<file path="config.mk">
export PLATFORM = sky130hd
export DESIGN_NAME = protocol_response_tx
export DESIGN_NICKNAME = d
export VERILOG_FILES = /design/src/rtl/protocol_pkg.sv /design/src/rtl/protocol_response_tx_baud_tick.sv /design/src/rtl/protocol_response_tx.sv
export SDC_FILE = /design/constraint.sdc
export NUM_CORES = 1
export LEC_CHECK = 0
export ABC_AREA = 1
export ABC_CLOCK_PERIOD_IN_PS = 1430
export CORE_AREA = 2 2 65 67
export CTS_BUF_LIST = sky130_fd_sc_hd__clkbuf_2
export DETAILED_ROUTE_END_ITERATION = 10
export DIE_AREA = 0 0 67 69
export PLACE_DENSITY = 0.75
export SYNTH_ARGS = -nofsm -noshare
export SYNTH_HDL_FRONTEND = slang
export SYNTH_SLANG_ARGS = --single-unit
</file>
<file path="constraint.sdc">
create_clock -name clk -period 1.43 [get_ports clk]
set_input_delay 0.286 -clock clk [delete_from_list [all_inputs] [get_ports clk]]
set_output_delay 0.286 -clock clk [all_outputs]
set_load 0.005 [all_outputs]
</file>
<file path="src/rtl/protocol_pkg.sv">
// Shared constants for the sensor command protocol: response codes, command codes and TX state encoding.
// Pure declarations, no logic.
package protocol_pkg;

   localparam logic [7:0] RESP_ACK  = 8'hF0;
   localparam logic [7:0] RESP_NONE = 8'h00;

   localparam logic [7:0] CMD_READ_TEMP  = 8'h01;
   localparam logic [7:0] CMD_READ_HUM   = 8'h02;
   localparam logic [7:0] CMD_READ_PRESS = 8'h03;
   localparam logic [7:0] CMD_PING       = 8'h10;

   // Bits per two-byte 8N1 frame: 2 x (start + 8 data + stop)
   localparam int FRAME_BITS = 20;

   typedef enum logic [1:0] {
      ST_IDLE  = 2'd0,
      ST_START = 2'd1,
      ST_DATA  = 2'd2,
      ST_STOP  = 2'd3
   } tx_state_e;

endpackage

</file>
<file path="src/rtl/protocol_response_tx_baud_tick.sv">
// Bit-time divider: free-running 0..CLKS_PER_BIT-1 counter, tick is a one-cycle pulse on wrap.
// Zero latency decode of the count; clear restarts the bit period and suppresses that cycle's tick.
module baud_tick #(
   parameter int CLKS_PER_BIT = 5208
) (
   input  logic clk,
   input  logic reset_n,
   input  logic clear,
   output logic tick
);

   localparam int CW = (CLKS_PER_BIT > 1) ? $clog2(CLKS_PER_BIT) : 1;
   localparam logic [CW-1:0] LAST = CW'(CLKS_PER_BIT - 1);

   logic [CW-1:0] cnt_q;
   logic [CW-1:0] cnt_d;

   always_comb begin
      cnt_d = cnt_q + CW'(1);
      if (clear || cnt_q == LAST) begin
         cnt_d = '0;
      end
   end

   always_ff @(posedge clk) begin
      if (!reset_n) begin
         cnt_q <= '0;
      end else begin
         cnt_q <= cnt_d;
      end
   end

   assign tick = (cnt_q == LAST) && !clear;

endmodule

</file>
<file path="src/rtl/protocol_response_tx.sv">
// Serialises response_code then response_data as two back-to-back 8N1 UART bytes on tx.
// tx falls one cycle after accept; send is taken only while ready, otherwise dropped (no queueing).
module protocol_response_tx
   import protocol_pkg::*;
#(
   parameter int CLKS_PER_BIT = 5208
) (
   input  logic       clk,
   input  logic       reset_n,
   input  logic       send,
   input  logic [7:0] response_code,
   input  logic [7:0] response_data,
   output logic       ready,
   output logic       busy,
   output logic       done,
   output logic       tx
);

   tx_state_e   state_q;
   logic [15:0] shift_q;
   logic [2:0]  bit_cnt_q;
   logic        byte_idx_q;
   logic        tx_q;
   logic        ready_q;
   logic        done_q;
   logic        accept;
   logic        tick;

   assign accept = send && ready_q;

   baud_tick #(
      .CLKS_PER_BIT(CLKS_PER_BIT)
   ) u_baud_tick (
      .clk     (clk),
      .reset_n (reset_n),
      .clear   (accept),
      .tick    (tick)
   );

   always_ff @(posedge clk) begin
      if (!reset_n) begin
         state_q    <= ST_IDLE;
         shift_q    <= '0;
         bit_cnt_q  <= '0;
         byte_idx_q <= 1'b0;
         tx_q       <= 1'b1;
         ready_q    <= 1'b1;
         done_q     <= 1'b0;
      end else begin
         done_q <= 1'b0;
         case (state_q)
            ST_IDLE: begin
               if (accept) begin
                  shift_q    <= {response_data, response_code};
                  bit_cnt_q  <= '0;
                  byte_idx_q <= 1'b0;
                  tx_q       <= 1'b0;
                  ready_q    <= 1'b0;
                  state_q    <= ST_START;
               end
            end
            ST_START: begin
               if (tick) begin
                  tx_q      <= shift_q[0];
                  bit_cnt_q <= '0;
                  state_q   <= ST_DATA;
               end
            end
            ST_DATA: begin
               // Shifting on every data bit leaves the next byte at the LSB after bit 7
               if (tick) begin
                  shift_q <= {1'b0, shift_q[15:1]};
                  if (bit_cnt_q == 3'd7) begin
                     tx_q    <= 1'b1;
                     state_q <= ST_STOP;
                  end else begin
                     tx_q      <= shift_q[1];
                     bit_cnt_q <= bit_cnt_q + 3'd1;
                  end
               end
            end
            ST_STOP: begin
               if (tick) begin
                  if (!byte_idx_q) begin
                     byte_idx_q <= 1'b1;
                     tx_q       <= 1'b0;
                     state_q    <= ST_START;
                  end else begin
                     byte_idx_q <= 1'b0;
                     ready_q    <= 1'b1;
                     done_q     <= 1'b1;
                     state_q    <= ST_IDLE;
                  end
               end
            end
            default: begin
               tx_q    <= 1'b1;
               ready_q <= 1'b1;
               state_q <= ST_IDLE;
            end
         endcase
      end
   end

   assign tx    = tx_q;
   assign ready = ready_q;
   assign busy  = ~ready_q;
   assign done  = done_q;

endmodule

</file>
Yosys cells after proc, flatten, opt, wreduce, memory -nomap -nowiden --
Index checks and enable logic that the tools add are counted.
Storage, ports and cells: bits in registers 38, output and inout port bits 4, input bits 19, word-level logic and storage cells 70
Cells by class: equality and inequality tests 13, add/subtract/negate cells 2, bitwise gates (word level) 2, multiplexer cells 29, reductions and logical operators 16
Operators with widths (count):
- $mux W16 | 2
- $pmux W16 S2 | 1
- $reduce_and A5 Y1 | 3
- $ne A2 B2 Y1 const B | 7
- $add A13 B1 Y13 const B | 1
- $eq A13 B13 Y1 const B | 1
- $mux W1 | 12
- $mux W3 | 4
- $mux W2 | 5
- $pmux W3 S3 | 1
- $reduce_and A3 Y1 | 3
- $pmux W2 S4 | 1
- $eq A2 B2 Y1 const B | 2
- $pmux W1 S2 | 2
- $pmux W1 S4 | 1
- $reduce_and A4 Y1 | 1
- $reduce_bool A2 Y1 | 2
- $add A3 B1 Y3 const B | 1
- $eq A3 B3 Y1 const B | 1
- $reduce_bool A3 Y1 | 1
- $eq A2 B1 Y1 const B | 1
- $logic_and A1 B1 Y1 | 2
- $logic_not A2 Y1 | 1
- $ne A2 B1 Y1 const B | 1
- other kinds (4) | 5

Logic depth before layout (Yosys ltp) --
Gate-level depths: netlist of run 1.
word-level depth 5, depth in mapped cells 11, gate-level depth less buffers 10

Modules after synthesis --
From an unflattened synthesis of run 1, not the netlist that was laid out.
Unflattened totals: cells, all modules 305, area, all modules 2055.7 um^2
Modules (own cells, without submodules):
- protocol_response_tx | times used 1, cells each 209, area each 1387.6 um^2, sequential area each 500.5 um^2
- baud_tick | times used 1, cells each 96, area each 668.1 um^2, sequential area each 260.2 um^2

Least setup slack after synthesis of run 1 --
Ideal clock, no wire load.
path type reg2reg, start register state_q[0], end register shift_q[10], library setup time 0.116 ns, data required time 1.314 ns, arrival 1.434 ns, cell stages (with the launch flop) 8, buffers on the path 1, slack -0.120 ns, clock period less this slack 1.550 ns, cells stage by stage dfxtp_1 inv_1 ha_1 inv_1 clkbuf_1 o21ai_0 o21ai_0 nor2_1
Between the ends: word-level cells in the longest chain between the ends 3, elaborated cells between the ends (all ways) 7, those cells by class eq/ne: 3; mux: 1; reduce/logical: 3
Ends and longest elaborated chain:
- from (decl) | RTL line protocol_response_tx.sv:19 | tx_state_e state_q;
- from (signal assigned) | RTL line protocol_response_tx.sv:42 | state_q <= ST_IDLE;
- from (signal assigned) | RTL line protocol_response_tx.sv:59 | state_q <= ST_START;
- from (signal assigned) | RTL line protocol_response_tx.sv:66 | state_q <= ST_DATA;
- $eq A2 B2 Y1 / $logic_not A2 Y1 (equally long branches) | RTL line protocol_response_tx.sv:51 | case (state_q)
- $ne A2 B2 Y1 (no line), or another cell as far along
- $reduce_and A3 Y1 (no line)
- to (signal assigned) | RTL line protocol_response_tx.sv:54 | shift_q <= {response_data, response_code};
- to (signal assigned) | RTL line protocol_response_tx.sv:72 | shift_q <= {1'b0, shift_q[15:1]};
- to (decl) | RTL line protocol_response_tx.sv:20 | logic [15:0] shift_q;
Several ways; a longest one is shown, not always the timed one. A chain may end at the register's enable or synchronous reset.

Worst setup path after layout of run 1 --
start register state_q[1], end register shift_q[7]
The elaborated chain is that of the path after synthesis.

==> metrics.txt, run 1 <==
# TYPE chip_impl_metric gauge
chip_impl_metric{name="grt_remaining_overflow",unit=""} 0
chip_impl_metric{name="synthDistinctLibCells",unit=""} 31
chip_impl_metric{name="core.rowCount",unit=""} 23
chip_impl_metric{name="die_w",unit="um"} 67
chip_impl_metric{name="cp_data_required_time",unit="ps"} 1750
chip_impl_metric{name="num_vias",unit=""} 1949
chip_impl_metric{name="syn_area",unit="um2"} 1940
chip_impl_metric{name="setup_viol_count_final",unit=""} 13
chip_impl_metric{name="amount_of_wire_on_met2_after_detailed_routing",unit="um"} 2440
chip_impl_metric{name="cp_data_arrival_time",unit="ps"} 1810
chip_impl_metric{name="initial_core_util",unit="%"} 49.5
chip_impl_metric{name="fillers",unit=""} 308
chip_impl_metric{name="worst-path-max-fanout",unit=""} 8
chip_impl_info{name="cts_tree",value="done"} 1
chip_impl_metric{name="synth_simple_gate_area_share",unit="%"} 35.5
chip_impl_info{name="path_cells",value="buf_6 > ha_4 > buf_4 > nand2_4 > nand2_4 > clkinv_8 > nor2_1 > nor2_1"} 1
chip_impl_metric{name="cts.sink_count",unit=""} 38
chip_impl_metric{name="final_net_count",unit=""} 370
chip_impl_info{name="setup.worst_path.start_class",value="flip-flop"} 1
chip_impl_metric{name="detailedRoute.firstIterationViolations",unit=""} 47
chip_impl_metric{name="clkTransAtPathRegs",unit="ps"} 200
chip_impl_info{name="route.top_layer_used",value="met4"} 1
chip_impl_metric{name="max_slew.worst_pin.slew",unit="ps"} 264
chip_impl_metric{name="report.final.hold_viol_count",unit=""} 0
chip_impl_metric{name="first_pass_grt_wire_length",unit="um"} 7650
chip_impl_info{name="failing_checks",value="negative setup slack"} 1
chip_impl_metric{name="antenna_found_initial",unit=""} 0
chip_impl_metric{name="syn_area_per_cell",unit="um2"} 6.89
chip_impl_metric{name="power_density",unit="nW/um2"} 1870
chip_impl_info{name="final_cell_mix",value="sky130_fd_sc_hd__nand2_1, sky130_fd_sc_hd__nor2_1, sky130_fd_sc_hd__buf_4"} 1
chip_impl_metric{name="synthesized_area_fraction_occupied_by_adder_cells",unit="%"} 4.52
chip_impl_metric{name="chipHeight",unit="um"} 69
chip_impl_metric{name="remaining_drcs",unit=""} 0
chip_impl_info{name="hold_class",value="reg2reg"} 1
chip_impl_metric{name="maxCapViolCount",unit=""} 0
chip_impl_metric{name="detailedPlacementHpwl",unit="um"} 2990
chip_impl_metric{name="io_pins",unit=""} 23
chip_impl_metric{name="cellLeakagePower",unit="nW"} 1.23
chip_impl_info{name="mostFrequentLayoutCell",value="sky130_fd_sc_hd__nand2_1"} 1
chip_impl_metric{name="cts_made_buffers",unit=""} 5
chip_impl_metric{name="clock_skew",unit="ps"} 14.1
chip_impl_metric{name="design.die.area",unit="um2"} 4620
chip_impl_metric{name="critPathMaxStageDelay",unit="ps"} 400
chip_impl_metric{name="fp.coreArea",unit="um2"} 3910
chip_impl_metric{name="syn_inst",unit=""} 281
chip_impl_metric{name="yosys.area_share.xor_xnor",unit="%"} 1.36
chip_impl_metric{name="place_congestion",unit=""} 0.776
chip_impl_metric{name="met3_wirelength",unit="um"} 188
chip_impl_metric{name="wirelength_met1",unit="um"} 1990
chip_impl_info{name="crit_path_end_kind",value="flip-flop"} 1
chip_impl_metric{name="yosys_reg_bits",unit=""} 38
chip_impl_metric{name="period_share",unit="%"} 104
chip_impl_metric{name="final_worst_slack",unit="ps"} -57.0
chip_impl_metric{name="antenna-diode-count",unit=""} 0
chip_impl_metric{name="synthToLayoutAreaGrowth",unit="%"} 44.1
chip_impl_info{name="combinational_family_with_the_most_area_after_synthesis",value="simple AND/OR/NAND/NOR gates"} 1
chip_impl_metric{name="vdd_drop_max",unit="mV"} 1.70
chip_impl_metric{name="cts_max_path_buffers",unit=""} 2
chip_impl_metric{name="yosys-mux-area-fraction",unit="%"} 0.517
chip_impl_metric{name="drtPass1Iterations",unit=""} 4
chip_impl_metric{name="clock_tree.htree_level_count",unit=""} 2
chip_impl_metric{name="mappedNetlistNets",unit=""} 307
chip_impl_metric{name="synth-edff-count",unit=""} 0
chip_impl_metric{name="fin_util",unit="%"} 71.3
chip_impl_metric{name="synth-warning-count",unit=""} 0
chip_impl_info{name="ctsRootBufferMaster",value="sky130_fd_sc_hd__clkbuf_2"} 1
chip_impl_metric{name="drt-wirelength-per-cell",unit="um"} 11.8
chip_impl_info{name="crit_slowest_cell",value="sky130_fd_sc_hd__dfxtp_2"} 1
chip_impl_metric{name="drt-total-wl",unit="um"} 4680
chip_impl_metric{name="insertion_delay_to_the_later_sink_of_the_worst_skew_pair",unit="ps"} 420
chip_impl_metric{name="max_freq",unit="MHz"} 672
chip_impl_info{name="status",value="complete, but fails checks"} 1
chip_impl_info{name="top_flip_flop_cell_by_instance_count_after_synthesis",value="sky130_fd_sc_hd__dfxtp_1"} 1
chip_impl_metric{name="drive_gt1_share",unit="%"} 33.6
chip_impl_metric{name="timing.max_slew.rel_slack",unit="%"} 82.4
chip_impl_metric{name="track_usage",unit="%"} 21.3
chip_impl_metric{name="postRouteAntennaNets",unit=""} 0
chip_impl_metric{name="largest_net_degree_at_the_start_of_global_routing",unit=""} 19
chip_impl_metric{name="seq_area_frac_synth",unit="%"} 39.3
chip_impl_metric{name="synth-async-reset-ratio",unit="%"} 0
chip_impl_metric{name="finalWorstPathRequiredPeriod",unit="ps"} 1490
chip_impl_info{name="critical_path_class",value="reg2reg"} 1
chip_impl_metric{name="pre_cts_slack",unit="ps"} -337
chip_impl_metric{name="grt_pass1_vias",unit=""} 1866
chip_impl_metric{name="vias_per_cell",unit=""} 4.93
chip_impl_metric{name="synth_compound_area_share",unit="%"} 10.5
chip_impl_info{name="rsz0062_at_grt",value="true"} 1
chip_impl_metric{name="numPortBuffers",unit=""} 22
chip_impl_metric{name="timing.final.max_slew_violations",unit=""} 0
-- worst max-delay path, delay by kind of cell, from the launching register on --
family	cells	cell delay, ps
buf+inv	3	350
fa+ha+maj	1	190
flops	1	400
simple gates	4	440
-- report_power, final --
part	total [mW]	switching (mW)	internal [mW]
Combinational	3.16	1.86	1.31
Sequential	1.56	0.190	1.37
Clock	0.498	0.387	0.111
Total	5.22	2.43	2.79
-- final timing paths --
| check | start | end | slack [ps] | cells past startpoint |
|---|---|---|---|---|
| worst max-delay path | state_q[1] | shift_q[7] | -60 | 8 |
| worst min-delay path | tx | tx | 480 | 2 |
| worst max register to register | state_q[1] | shift_q[7] | -60 | 8 |
| worst min register to register | tx | tx | 480 | 2 |
-- kinds of logic (layout without fill, tap and decap cells) --
family | count (synthesis) | count (layout)
buffers and inverters | 36 | 98
adder cells (fa/ha/maj) | 7 | 7
multiplexers | 1 | 1
AO/OA/AOI/OAI | 37 | 37
flip-flops | 38 | 38
XOR/XNOR | 3 | 3
AND/OR/NAND/NOR | 159 | 161
-- synthesized netlist by cell type, types with 3 or more instances --
library cell,n,area [um2]
sky130_fd_sc_hd__nand3_1,11,55.1
sky130_fd_sc_hd__nand4_1,8,50.1
sky130_fd_sc_hd__o21ai_0,10,50.1
sky130_fd_sc_hd__a21oi_1,11,55.1
sky130_fd_sc_hd__nor3_1,3,15.0
sky130_fd_sc_hd__nand2_1,77,289
sky130_fd_sc_hd__inv_1,26,97.6
sky130_fd_sc_hd__clkbuf_1,3,11.3
sky130_fd_sc_hd__nor2_1,52,195
sky130_fd_sc_hd__o21ai_1,10,50.1
sky130_fd_sc_hd__dfxtp_1,38,761
sky130_fd_sc_hd__ha_1,7,87.6
sky130_fd_sc_hd__buf_2,3,15.0
-- flip-flops by register name, indices dropped and copies added, names as in the netlist --
signal	flops
done	1
ready	1
bit_cnt_q	3
tx	1
state_q	2
byte_idx_q	1
u_baud_tick.cnt_q	13
shift_q	16
-- per-layer routing --
metal  track usage (%)  up-vias
met1              25.4      884
met4              6.80        0
li1                  -     1022
met5                 0        -
met2              36.5       37
met3              5.38        6
-- stage by stage --
step	power [mW]	instance area [um2]	cells	TNS, ps	hold WS (ps)
5_1_grt	5.65	2790	395	-2090	475
4_1_cts	4.75	2610	389	-10.3	460
2_1_floorplan	3.28	1950	281	0	409
3_5_place_dp	3.88	2400	374	-7320	449
3_3_place_gp	3.81	2400	374	-6450	439
6_report	5.22	2790	395	-239	477
-- final cells by class --
type	instances	area (um2)	area share, %
Sequential cell	38	778	27.9
Clock inverter	3	16.3	0.583
Timing Repair inverter	1	11.3	0.403
Timing Repair Buffer	61	515	18.5
Tap cell	50	62.6	2.24
Clock buffer	5	25.0	0.896
Multi-Input combinational cell	209	1260	45.2
Inverter	28	120	4.30
-- what timing repair did --
item | 4_1_cts | 5_1_grt
setup buffers | 5 | 5
endpoints found under the setup margin | 36 | 38
hold buffers | 0 | 0
resized for setup | 45 | 41
pin swaps | 13 | 31
gates cloned | 2 | 1
Note: power is estimated with default switching activity, not from simulation.
==> run 2, diff against run 1 <==
--- a/config.mk
+++ b/config.mk
@@ -7,11 +7,10 @@
 export LEC_CHECK = 0
 export ABC_AREA = 1
 export ABC_CLOCK_PERIOD_IN_PS = 1430
-export CORE_AREA = 2 2 65 67
-export CTS_BUF_LIST = sky130_fd_sc_hd__clkbuf_2
+export CORE_AREA = 2 2 85 87
 export DETAILED_ROUTE_END_ITERATION = 10
-export DIE_AREA = 0 0 67 69
-export PLACE_DENSITY = 0.75
+export DIE_AREA = 0 0 87 89
 export SYNTH_ARGS = -nofsm -noshare
 export SYNTH_HDL_FRONTEND = slang
+export SYNTH_HIERARCHICAL = 1
 export SYNTH_SLANG_ARGS = --single-unit
==> metrics.txt, run 2 <==
# TYPE chip_impl_metric gauge
chip_impl_info{name="critical_path.reg2reg.endpoint",value="shift_q[1]"} 1
chip_impl_info{name="final_cell_mix",value="sky130_fd_sc_hd__nand2_1, sky130_fd_sc_hd__nor2_1, sky130_fd_sc_hd__dfxtp_1"} 1
chip_impl_metric{name="chipHeight",unit="um"} 89
chip_impl_metric{name="part_of_the_total_power_dissipated_in_sequential_elements",unit="%"} 31.0
chip_impl_metric{name="synth-edff-count",unit=""} 0
chip_impl_info{name="yosys.cell_count.top_type",value="sky130_fd_sc_hd__nand2_1"} 1
chip_impl_metric{name="cts_made_buffers",unit=""} 5
chip_impl_metric{name="grt_pass1_vias",unit=""} 1823
chip_impl_metric{name="postRouteAntennaNets",unit=""} 0
chip_impl_metric{name="die_w",unit="um"} 87
chip_impl_info{name="cts_tree",value="done"} 1
chip_impl_metric{name="insertion_delay_to_the_later_sink_of_the_worst_skew_pair",unit="ps"} 290
chip_impl_metric{name="p_sw",unit="mW"} 2.02
chip_impl_metric{name="largest_net_degree_at_the_start_of_global_routing",unit=""} 25
chip_impl_metric{name="clock_tree.htree_level_count",unit=""} 2
chip_impl_metric{name="period_share",unit="%"} 113
chip_impl_metric{name="p_comb_share",unit="%"} 53.0
chip_impl_metric{name="synth-async-reset-ratio",unit="%"} 0
chip_impl_info{name="critical_path.endpoint",value="shift_q[1]"} 1
chip_impl_metric{name="largest_register_ff_count",unit=""} 16
chip_impl_metric{name="maxCapViolCount",unit=""} 0
chip_impl_metric{name="remaining_drcs",unit=""} 0
chip_impl_metric{name="drtPass1Iterations",unit=""} 4
chip_impl_metric{name="cp_data_arrival_time",unit="ps"} 1840
chip_impl_info{name="mostFrequentLayoutCell",value="sky130_fd_sc_hd__nand2_1"} 1
chip_impl_info{name="crit_path_end_kind",value="flip-flop"} 1
chip_impl_metric{name="num_vias",unit=""} 1978
chip_impl_metric{name="drive_gt1_share",unit="%"} 28.3
chip_impl_metric{name="final_net_count",unit=""} 386
chip_impl_info{name="setup.worst_path.start_class",value="flip-flop"} 1
chip_impl_metric{name="clock_skew",unit="ps"} 4.48
chip_impl_info{name="top_flip_flop_cell_by_instance_count_after_synthesis",value="sky130_fd_sc_hd__dfxtp_1"} 1
chip_impl_metric{name="antenna_found_initial",unit=""} 0
chip_impl_metric{name="netSwitchingFraction",unit="%"} 42.5
chip_impl_metric{name="drt-wirelength-per-cell",unit="um"} 10.6
chip_impl_metric{name="design.die.area",unit="um2"} 7740
chip_impl_metric{name="synthToLayoutAreaGrowth",unit="%"} 41.3
chip_impl_info{name="hold_class",value="reg2reg"} 1
chip_impl_metric{name="power_density",unit="nW/um2"} 1640
chip_impl_metric{name="setup_viol_count_final",unit=""} 24
chip_impl_info{name="setup.worst_path.start",value="u_baud_tick/cnt_q[1]"} 1
chip_impl_metric{name="worstSetupPathDepth",unit=""} 13
chip_impl_metric{name="initial_core_util",unit="%"} 30.6
chip_impl_metric{name="max_freq",unit="MHz"} 617
chip_impl_metric{name="ff2ff_setup_slack",unit="ps"} -190
chip_impl_metric{name="timing.critical_path.buf_inv",unit=""} 3
chip_impl_metric{name="track_usage",unit="%"} 12.5
chip_impl_metric{name="cp_data_required_time",unit="ps"} 1650
chip_impl_metric{name="max_slew.worst_pin.slew",unit="ps"} 294
chip_impl_metric{name="seq_area_frac_synth",unit="%"} 37.0
chip_impl_metric{name="postCtsHoldBufs",unit=""} 0
chip_impl_metric{name="antenna-diode-count",unit=""} 0
chip_impl_info{name="path_cells",value="ha_4 > nand2_4 > nor2_4 > nand3_4 > nor2_4 > inv_4 > nand2_4 > nand2_8 > clkinv_8 > nand2_8 > inv_12 > nor2_1 > nor2_1"} 1
chip_impl_metric{name="critPathMaxStageDelay",unit="ps"} 360
chip_impl_metric{name="numPortBuffers",unit=""} 22
chip_impl_metric{name="io_pins",unit=""} 23
chip_impl_metric{name="seq_area",unit="um2"} 764
chip_impl_info{name="registers.top_by_ff_count",value="shift_q"} 1
chip_impl_metric{name="vias_per_cell",unit=""} 4.49
chip_impl_metric{name="area_of_the_multi_input_gates",unit="um2"} 1330
chip_impl_metric{name="synthDominantCellAreaShare",unit="%"} 37.0
chip_impl_info{name="synth_area_leader",value="sky130_fd_sc_hd__dfxtp_1"} 1
chip_impl_metric{name="finalWorstPathRequiredPeriod",unit="ps"} 1620
chip_impl_info{name="cp_top_family",value="simple AND/OR/NAND/NOR gates"} 1
chip_impl_metric{name="place_congestion",unit=""} 0.838
chip_impl_metric{name="cellLeakagePower",unit="nW"} 1.27
chip_impl_metric{name="detailedRoute.firstIterationViolations",unit=""} 65
chip_impl_metric{name="mappedNetlistNets",unit=""} 331
chip_impl_info{name="status",value="complete, but fails checks"} 1
chip_impl_info{name="critical_path.reg2reg.startpoint",value="u_baud_tick/cnt_q[1]"} 1
chip_impl_metric{name="finalHoldWorstSlack",unit="ps"} 473
chip_impl_metric{name="clkTransAtPathRegs",unit="ps"} 80
chip_impl_metric{name="clock_power_share",unit="%"} 16.0
chip_impl_metric{name="timing.final.max_slew_violations",unit=""} 0
chip_impl_info{name="synthTopCellsByArea",value="sky130_fd_sc_hd__dfxtp_1, sky130_fd_sc_hd__nand2_1, sky130_fd_sc_hd__nor2_1"} 1
chip_impl_metric{name="grt_remaining_overflow",unit=""} 0
chip_impl_metric{name="detailedPlacementHpwl",unit="um"} 3180
chip_impl_metric{name="timing.reg2reg.worst_path_depth",unit=""} 13
chip_impl_info{name="failing_checks",value="negative setup slack"} 1
chip_impl_metric{name="fillers",unit=""} 683
chip_impl_info{name="reg.largest.list",value="shift_q: 16 flops, u_baud_tick/cnt_q: 13 flops, bit_cnt_q: 3 flops"} 1
chip_impl_info{name="critical_path_class",value="reg2reg"} 1
chip_impl_metric{name="drt-total-wl",unit="um"} 4680
chip_impl_metric{name="core.rowCount",unit=""} 30
chip_impl_metric{name="worst-path-max-fanout",unit=""} 8
chip_impl_metric{name="syn_area",unit="um2"} 2060
chip_impl_metric{name="cts.sink_count",unit=""} 38
chip_impl_metric{name="syn_inst",unit=""} 305
chip_impl_info{name="min_from",value="shift_q[13]"} 1
chip_impl_metric{name="synth-warning-count",unit=""} 6
chip_impl_metric{name="internal_power_summed_over_all_cells",unit="mW"} 2.73
chip_impl_metric{name="report.final.hold_viol_count",unit=""} 0
chip_impl_metric{name="cts_max_path_buffers",unit=""} 2
chip_impl_info{name="rsz0062_at_grt",value="true"} 1
chip_impl_info{name="ctsRootBufferMaster",value="sky130_fd_sc_hd__clkbuf_8"} 1
chip_impl_info{name="synth.top_cells.by_count",value="sky130_fd_sc_hd__nand2_1, sky130_fd_sc_hd__nor2_1, sky130_fd_sc_hd__dfxtp_1"} 1
chip_impl_metric{name="finalSetupTns",unit="ps"} -3770
chip_impl_metric{name="timing.max_slew.rel_slack",unit="%"} 80.4
chip_impl_metric{name="fp.coreArea",unit="um2"} 6720
chip_impl_info{name="crit_slowest_cell",value="sky130_fd_sc_hd__dfxtp_2"} 1
chip_impl_metric{name="synthDistinctLibCells",unit=""} 29
chip_impl_metric{name="yosys_reg_bits",unit=""} 38
chip_impl_metric{name="final_worst_slack",unit="ps"} -190
chip_impl_metric{name="vdd_drop_max",unit="mV"} 0.874
chip_impl_metric{name="syn_area_per_cell",unit="um2"} 6.74
chip_impl_metric{name="first_pass_grt_wire_length",unit="um"} 7760
## run 2: changes by cell type after synthesis, sizes merged, moves of 2 or more
cell,delta
a21oi,-7
nand2,+18
nand3,+7
nand4,-4
nor2,+16
nor3,-2
nor3b,-2
o21bai,-2
xor2,+3
## run 2: timing repair
item                       4_1_cts  5_1_grt
setup buffers                    0        2
setup endpoints to repair       26       26
gates resized for setup         30       38
pin swaps                       20       12
cloned                           3        0
hold endpoints to repair         0        0
## run 2: per-layer routing
layer  part of all wire (%)  GRT usage, %  up-vias  wire length (um)
met1                     46          14.7      879              2170
met5                      0             0        -                 0
met2                     49          21.2       29              2320
met4                    2.0          6.11        0                92
li1                       -             -     1062                 -
met3                    2.3          3.14        8               108
## run 2: per-stage QoR
stage               utilization, %  power (mW)  cells  cell area (um2)  setup slack (ps)
global route                  43.2        5.12    441             2900              -308
detailed placement            38.0        3.37    428             2560              -339
finish                        43.2        4.76    441             2900              -190
CTS                           40.8        4.47    439             2740              -205
global placement              38.0        3.34    428             2560              -306
floorplan                        -        2.92    305             2070              -195
## run 2: power by group through the flow
stage | clock network, mW | logic [mW] | registers (mW)
after floorplan | 0 | 1.46 | 1.46
after global placement | 0 | 1.87 | 1.47
after detailed placement | 0 | 1.90 | 1.48
after CTS | 0.799 | 2.21 | 1.46
after global routing | 0.845 | 2.78 | 1.50
final | 0.763 | 2.52 | 1.47
## run 2: how the worst min path moves through the flow
stage | end | depth (start not counted)
final | shift_q[13] | 2
after global routing | shift_q[13] | 2
after CTS | shift_q[13] | 2
after detailed placement | shift_q[13] | 2
after global placement | shift_q[3] | 2
after floorplan | state_q[0] | 2
## run 2: area by class of cell
cell class / count / area share (%)
Multi-Input combinational cell: 234 / 45.7
Sequential cell: 38 / 26.3
Timing Repair Buffer: 53 / 16.4
Inverter: 27 / 4.44
Tap cell: 80 / 3.45
Clock buffer: 7 / 2.97
Timing Repair inverter: 1 / 0.560
Clock inverter: 1 / 0.172
## run 2: cells by family (layout without fill, tap and decap cells)
group | count (synthesis) | after routing | synth area share [%]
xor gates and xnor gates | 6 | 6 | 2.56
adders and majority gates | 7 | 7 | 4.26
DFF | 38 | 38 | 37.0
AOI/OAI and AO/OA | 25 | 25 | 6.27
buffers and inverters | 35 | 89 | 8.70
and+or+nand+nor | 194 | 196 | 41.2
## run 2: tightest hold or removal path, delay by kind of cell, from the launching register on
family           cells  cell delay, ps
DFF                  1             330
and+or+nand+nor      2             110
==> run 3, diff against run 2 <==
--- a/config.mk
+++ b/config.mk
@@ -7,9 +7,11 @@
 export LEC_CHECK = 0
 export ABC_AREA = 1
 export ABC_CLOCK_PERIOD_IN_PS = 1430
+export CAP_MARGIN = 15
 export CORE_AREA = 2 2 85 87
 export DETAILED_ROUTE_END_ITERATION = 10
 export DIE_AREA = 0 0 87 89
+export PLACE_DENSITY = 0.5
 export SYNTH_ARGS = -nofsm -noshare
 export SYNTH_HDL_FRONTEND = slang
 export SYNTH_HIERARCHICAL = 1
==> metrics.txt, run 3 (same netlist as run 2, synthesis figures left out) <==
# TYPE chip_impl_metric gauge
chip_impl_metric{name="num_vias",unit=""} 1973
chip_impl_metric{name="cts.sink_count",unit=""} 38
chip_impl_metric{name="vdd_drop_max",unit="mV"} 0.569
chip_impl_info{name="registers.top_by_ff_count",value="shift_q"} 1
chip_impl_metric{name="final_worst_slack",unit="ps"} -178
chip_impl_metric{name="detailedPlacementHpwl",unit="um"} 3080
chip_impl_info{name="crit_path_end_kind",value="flip-flop"} 1
chip_impl_metric{name="final_net_count",unit=""} 385
chip_impl_metric{name="detailedRoute.firstIterationViolations",unit=""} 44
chip_impl_metric{name="cp_data_arrival_time",unit="ps"} 1800
chip_impl_metric{name="power_density",unit="nW/um2"} 1650
chip_impl_metric{name="antenna-diode-count",unit=""} 0
chip_impl_info{name="rsz0062_at_grt",value="true"} 1
chip_impl_metric{name="finalWorstPathRequiredPeriod",unit="ps"} 1610
chip_impl_info{name="final_cell_mix",value="sky130_fd_sc_hd__nand2_1, sky130_fd_sc_hd__nor2_1, sky130_fd_sc_hd__dfxtp_1"} 1
chip_impl_metric{name="insertion_delay_to_the_later_sink_of_the_worst_skew_pair",unit="ps"} 290
chip_impl_metric{name="timing.critical_path.buf_inv",unit=""} 2
chip_impl_info{name="cts_tree",value="done"} 1
chip_impl_info{name="mostFrequentLayoutCell",value="sky130_fd_sc_hd__nand2_1"} 1
chip_impl_info{name="setup.worst_path.start_class",value="flip-flop"} 1
chip_impl_metric{name="drt-total-wl",unit="um"} 4570
chip_impl_info{name="cp_top_family",value="simple AND/OR/NAND/NOR gates"} 1
chip_impl_metric{name="drt-wirelength-per-cell",unit="um"} 10.4
chip_impl_metric{name="clock_skew",unit="ps"} 6.08
chip_impl_info{name="path_cells",value="ha_4 > nand2_4 > nor2_4 > nand3_2 > nor2_4 > inv_4 > nand2_4 > nand2_8 > clkinv_8 > nand2_4 > o21ai_1 > nor2_1"} 1
chip_impl_metric{name="remaining_drcs",unit=""} 0
chip_impl_metric{name="antenna_found_initial",unit=""} 0
chip_impl_info{name="cpMostUsedCell",value="sky130_fd_sc_hd__nand2_4"} 1
chip_impl_metric{name="critPathMaxStageDelay",unit="ps"} 360
chip_impl_metric{name="cts_max_path_buffers",unit=""} 2
chip_impl_metric{name="cts_made_buffers",unit=""} 5
chip_impl_info{name="failing_checks",value="negative setup slack"} 1
chip_impl_metric{name="die_w",unit="um"} 87
chip_impl_metric{name="io_pins",unit=""} 23
chip_impl_metric{name="cellLeakagePower",unit="nW"} 1.30
chip_impl_info{name="critical_path_class",value="reg2reg"} 1
chip_impl_metric{name="layout.cells.non_filler",unit=""} 440
chip_impl_metric{name="period_share",unit="%"} 112
chip_impl_metric{name="clkTransAtPathRegs",unit="ps"} 80
chip_impl_metric{name="setup_viol_count_final",unit=""} 23
chip_impl_metric{name="finish.instance_area",unit="um2"} 2910
chip_impl_info{name="reg.largest.list",value="shift_q: 16 flops, u_baud_tick/cnt_q: 13 flops, bit_cnt_q: 3 flops"} 1
chip_impl_metric{name="max_freq",unit="MHz"} 622
chip_impl_metric{name="report.final.hold_viol_count",unit=""} 0
chip_impl_metric{name="synthToLayoutAreaGrowth",unit="%"} 41.5
chip_impl_metric{name="vias_per_cell",unit=""} 4.48
chip_impl_metric{name="initial_core_util",unit="%"} 30.6
chip_impl_info{name="status",value="complete, but fails checks"} 1
chip_impl_metric{name="max_slew.worst_pin.slew",unit="ps"} 335
chip_impl_metric{name="maxCapViolCount",unit=""} 0
chip_impl_metric{name="detailed_place.area",unit="um2"} 2550
chip_impl_metric{name="cp_data_required_time",unit="ps"} 1620
chip_impl_metric{name="timing.max_slew.rel_slack",unit="%"} 77.6
chip_impl_metric{name="timing.final.max_slew_violations",unit=""} 0
chip_impl_metric{name="postRouteAntennaNets",unit=""} 0
chip_impl_metric{name="place_congestion",unit=""} 0.765
chip_impl_metric{name="design.die.area",unit="um2"} 7740
chip_impl_info{name="hold_class",value="reg2reg"} 1
chip_impl_info{name="crit_slowest_cell",value="sky130_fd_sc_hd__dfxtp_2"} 1
chip_impl_metric{name="clock_tree.htree_level_count",unit=""} 2
chip_impl_metric{name="postCtsHoldBufs",unit=""} 0
chip_impl_metric{name="first_pass_grt_wire_length",unit="um"} 7910
chip_impl_metric{name="grt_remaining_overflow",unit=""} 0
chip_impl_metric{name="drtPass1Iterations",unit=""} 4
chip_impl_metric{name="core.rowCount",unit=""} 30
chip_impl_metric{name="grt_pass1_vias",unit=""} 1861
chip_impl_metric{name="largest_net_degree_at_the_start_of_global_routing",unit=""} 25
chip_impl_metric{name="largest_register_ff_count",unit=""} 16
chip_impl_info{name="ctsRootBufferMaster",value="sky130_fd_sc_hd__clkbuf_8"} 1
chip_impl_metric{name="drive_gt1_share",unit="%"} 27.2
chip_impl_metric{name="track_usage",unit="%"} 12.8
chip_impl_metric{name="fp.coreArea",unit="um2"} 6720
chip_impl_metric{name="chipHeight",unit="um"} 89
chip_impl_metric{name="numPortBuffers",unit=""} 22
chip_impl_metric{name="placedCellCount",unit=""} 427
chip_impl_metric{name="worst-path-max-fanout",unit=""} 9
## run 3: cell count changes in the layout (fill, tap and decap cells not counted), moves of 2 or more
cell / delta
sky130_fd_sc_hd__nor2_2: -2
sky130_fd_sc_hd__nor3_1: +2
sky130_fd_sc_hd__nor2_4: +2
sky130_fd_sc_hd__nor3_2: -2
sky130_fd_sc_hd__buf_6: -2
sky130_fd_sc_hd__nand2_2: -3
sky130_fd_sc_hd__nand2_1: +2
## run 3: per-layer routing
metal  wire, um  global-route usage, %  vias up  part of all wire, %
li1           -                      -     1060                    -
met1       2280                   16.2      880                   50
met2       2060                   21.2       27                   45
met3        168                   3.14        6                  3.7
met4         65                   4.55        0                  1.4
met5          0                      0        -                    0
## run 3: report_power, final
part	switching [mW]	internal, mW	total, mW
combinational	1.45	0.971	2.42
clock	0.403	0.514	0.917
sequential	0.151	1.31	1.46
## run 3: metrics by stage
stage	utilization, %	TNS [ps]	worst slack [ps]	hold WS, ps	power [mW]
after global placement	37.9	-6870	-319	463	3.34
after CTS	41.3	-3930	-191	476	4.61
after detailed placement	37.9	-6940	-346	471	3.35
after global routing	43.3	-5710	-274	507	5.21
final	43.3	-3000	-178	476	4.80
after floorplan	-	-2900	-195	418	2.92
## run 3: worst reg2reg max path, stage by stage, from the launching register on
cell and delay [ps]:
sky130_fd_sc_hd__dfxtp_2 360, sky130_fd_sc_hd__ha_4 150, sky130_fd_sc_hd__nand2_4 50, sky130_fd_sc_hd__nor2_4 90
sky130_fd_sc_hd__nand3_2 110, sky130_fd_sc_hd__nor2_4 130, sky130_fd_sc_hd__inv_4 70, sky130_fd_sc_hd__nand2_4 80
sky130_fd_sc_hd__nand2_8 90, sky130_fd_sc_hd__clkinv_8 80, sky130_fd_sc_hd__nand2_4 100, sky130_fd_sc_hd__o21ai_1 140
sky130_fd_sc_hd__nor2_1 60
## run 3: final cells by class
| cell class | count | area (um2) |
|---|---|---|
| clock buffers | 5 | 68.8 |
| clock inverters | 3 | 40.0 |
| fillers | 695 | 3810 |
| inverters | 27 | 129 |
| multi-input cells | 234 | 1330 |
| flip-flops and latches | 38 | 764 |
| well taps | 80 | 100 |
| repair buffers | 52 | 464 |
| repair inverters | 1 | 16.3 |
## run 3: final timing paths
| path | from | endpoint | slack [ps] | depth (start not counted) |
|---|---|---|---|---|
| worst max-delay path | u_baud_tick/cnt_q[0] | shift_q[13] | -180 | 12 |
| worst min-delay path | shift_q[15] | shift_q[15] | 480 | 2 |
| worst max register to register | u_baud_tick/cnt_q[0] | shift_q[13] | -180 | 12 |
| worst min register to register | shift_q[15] | shift_q[15] | 480 | 2 |
## run 3: repair_timing
action | CTS | global route
pin swaps | 24 | 4
endpoints found under the setup margin | 27 | 27
cloned | 3 | 0
setup buffers | 2 | 0
gates resized for setup | 31 | 34
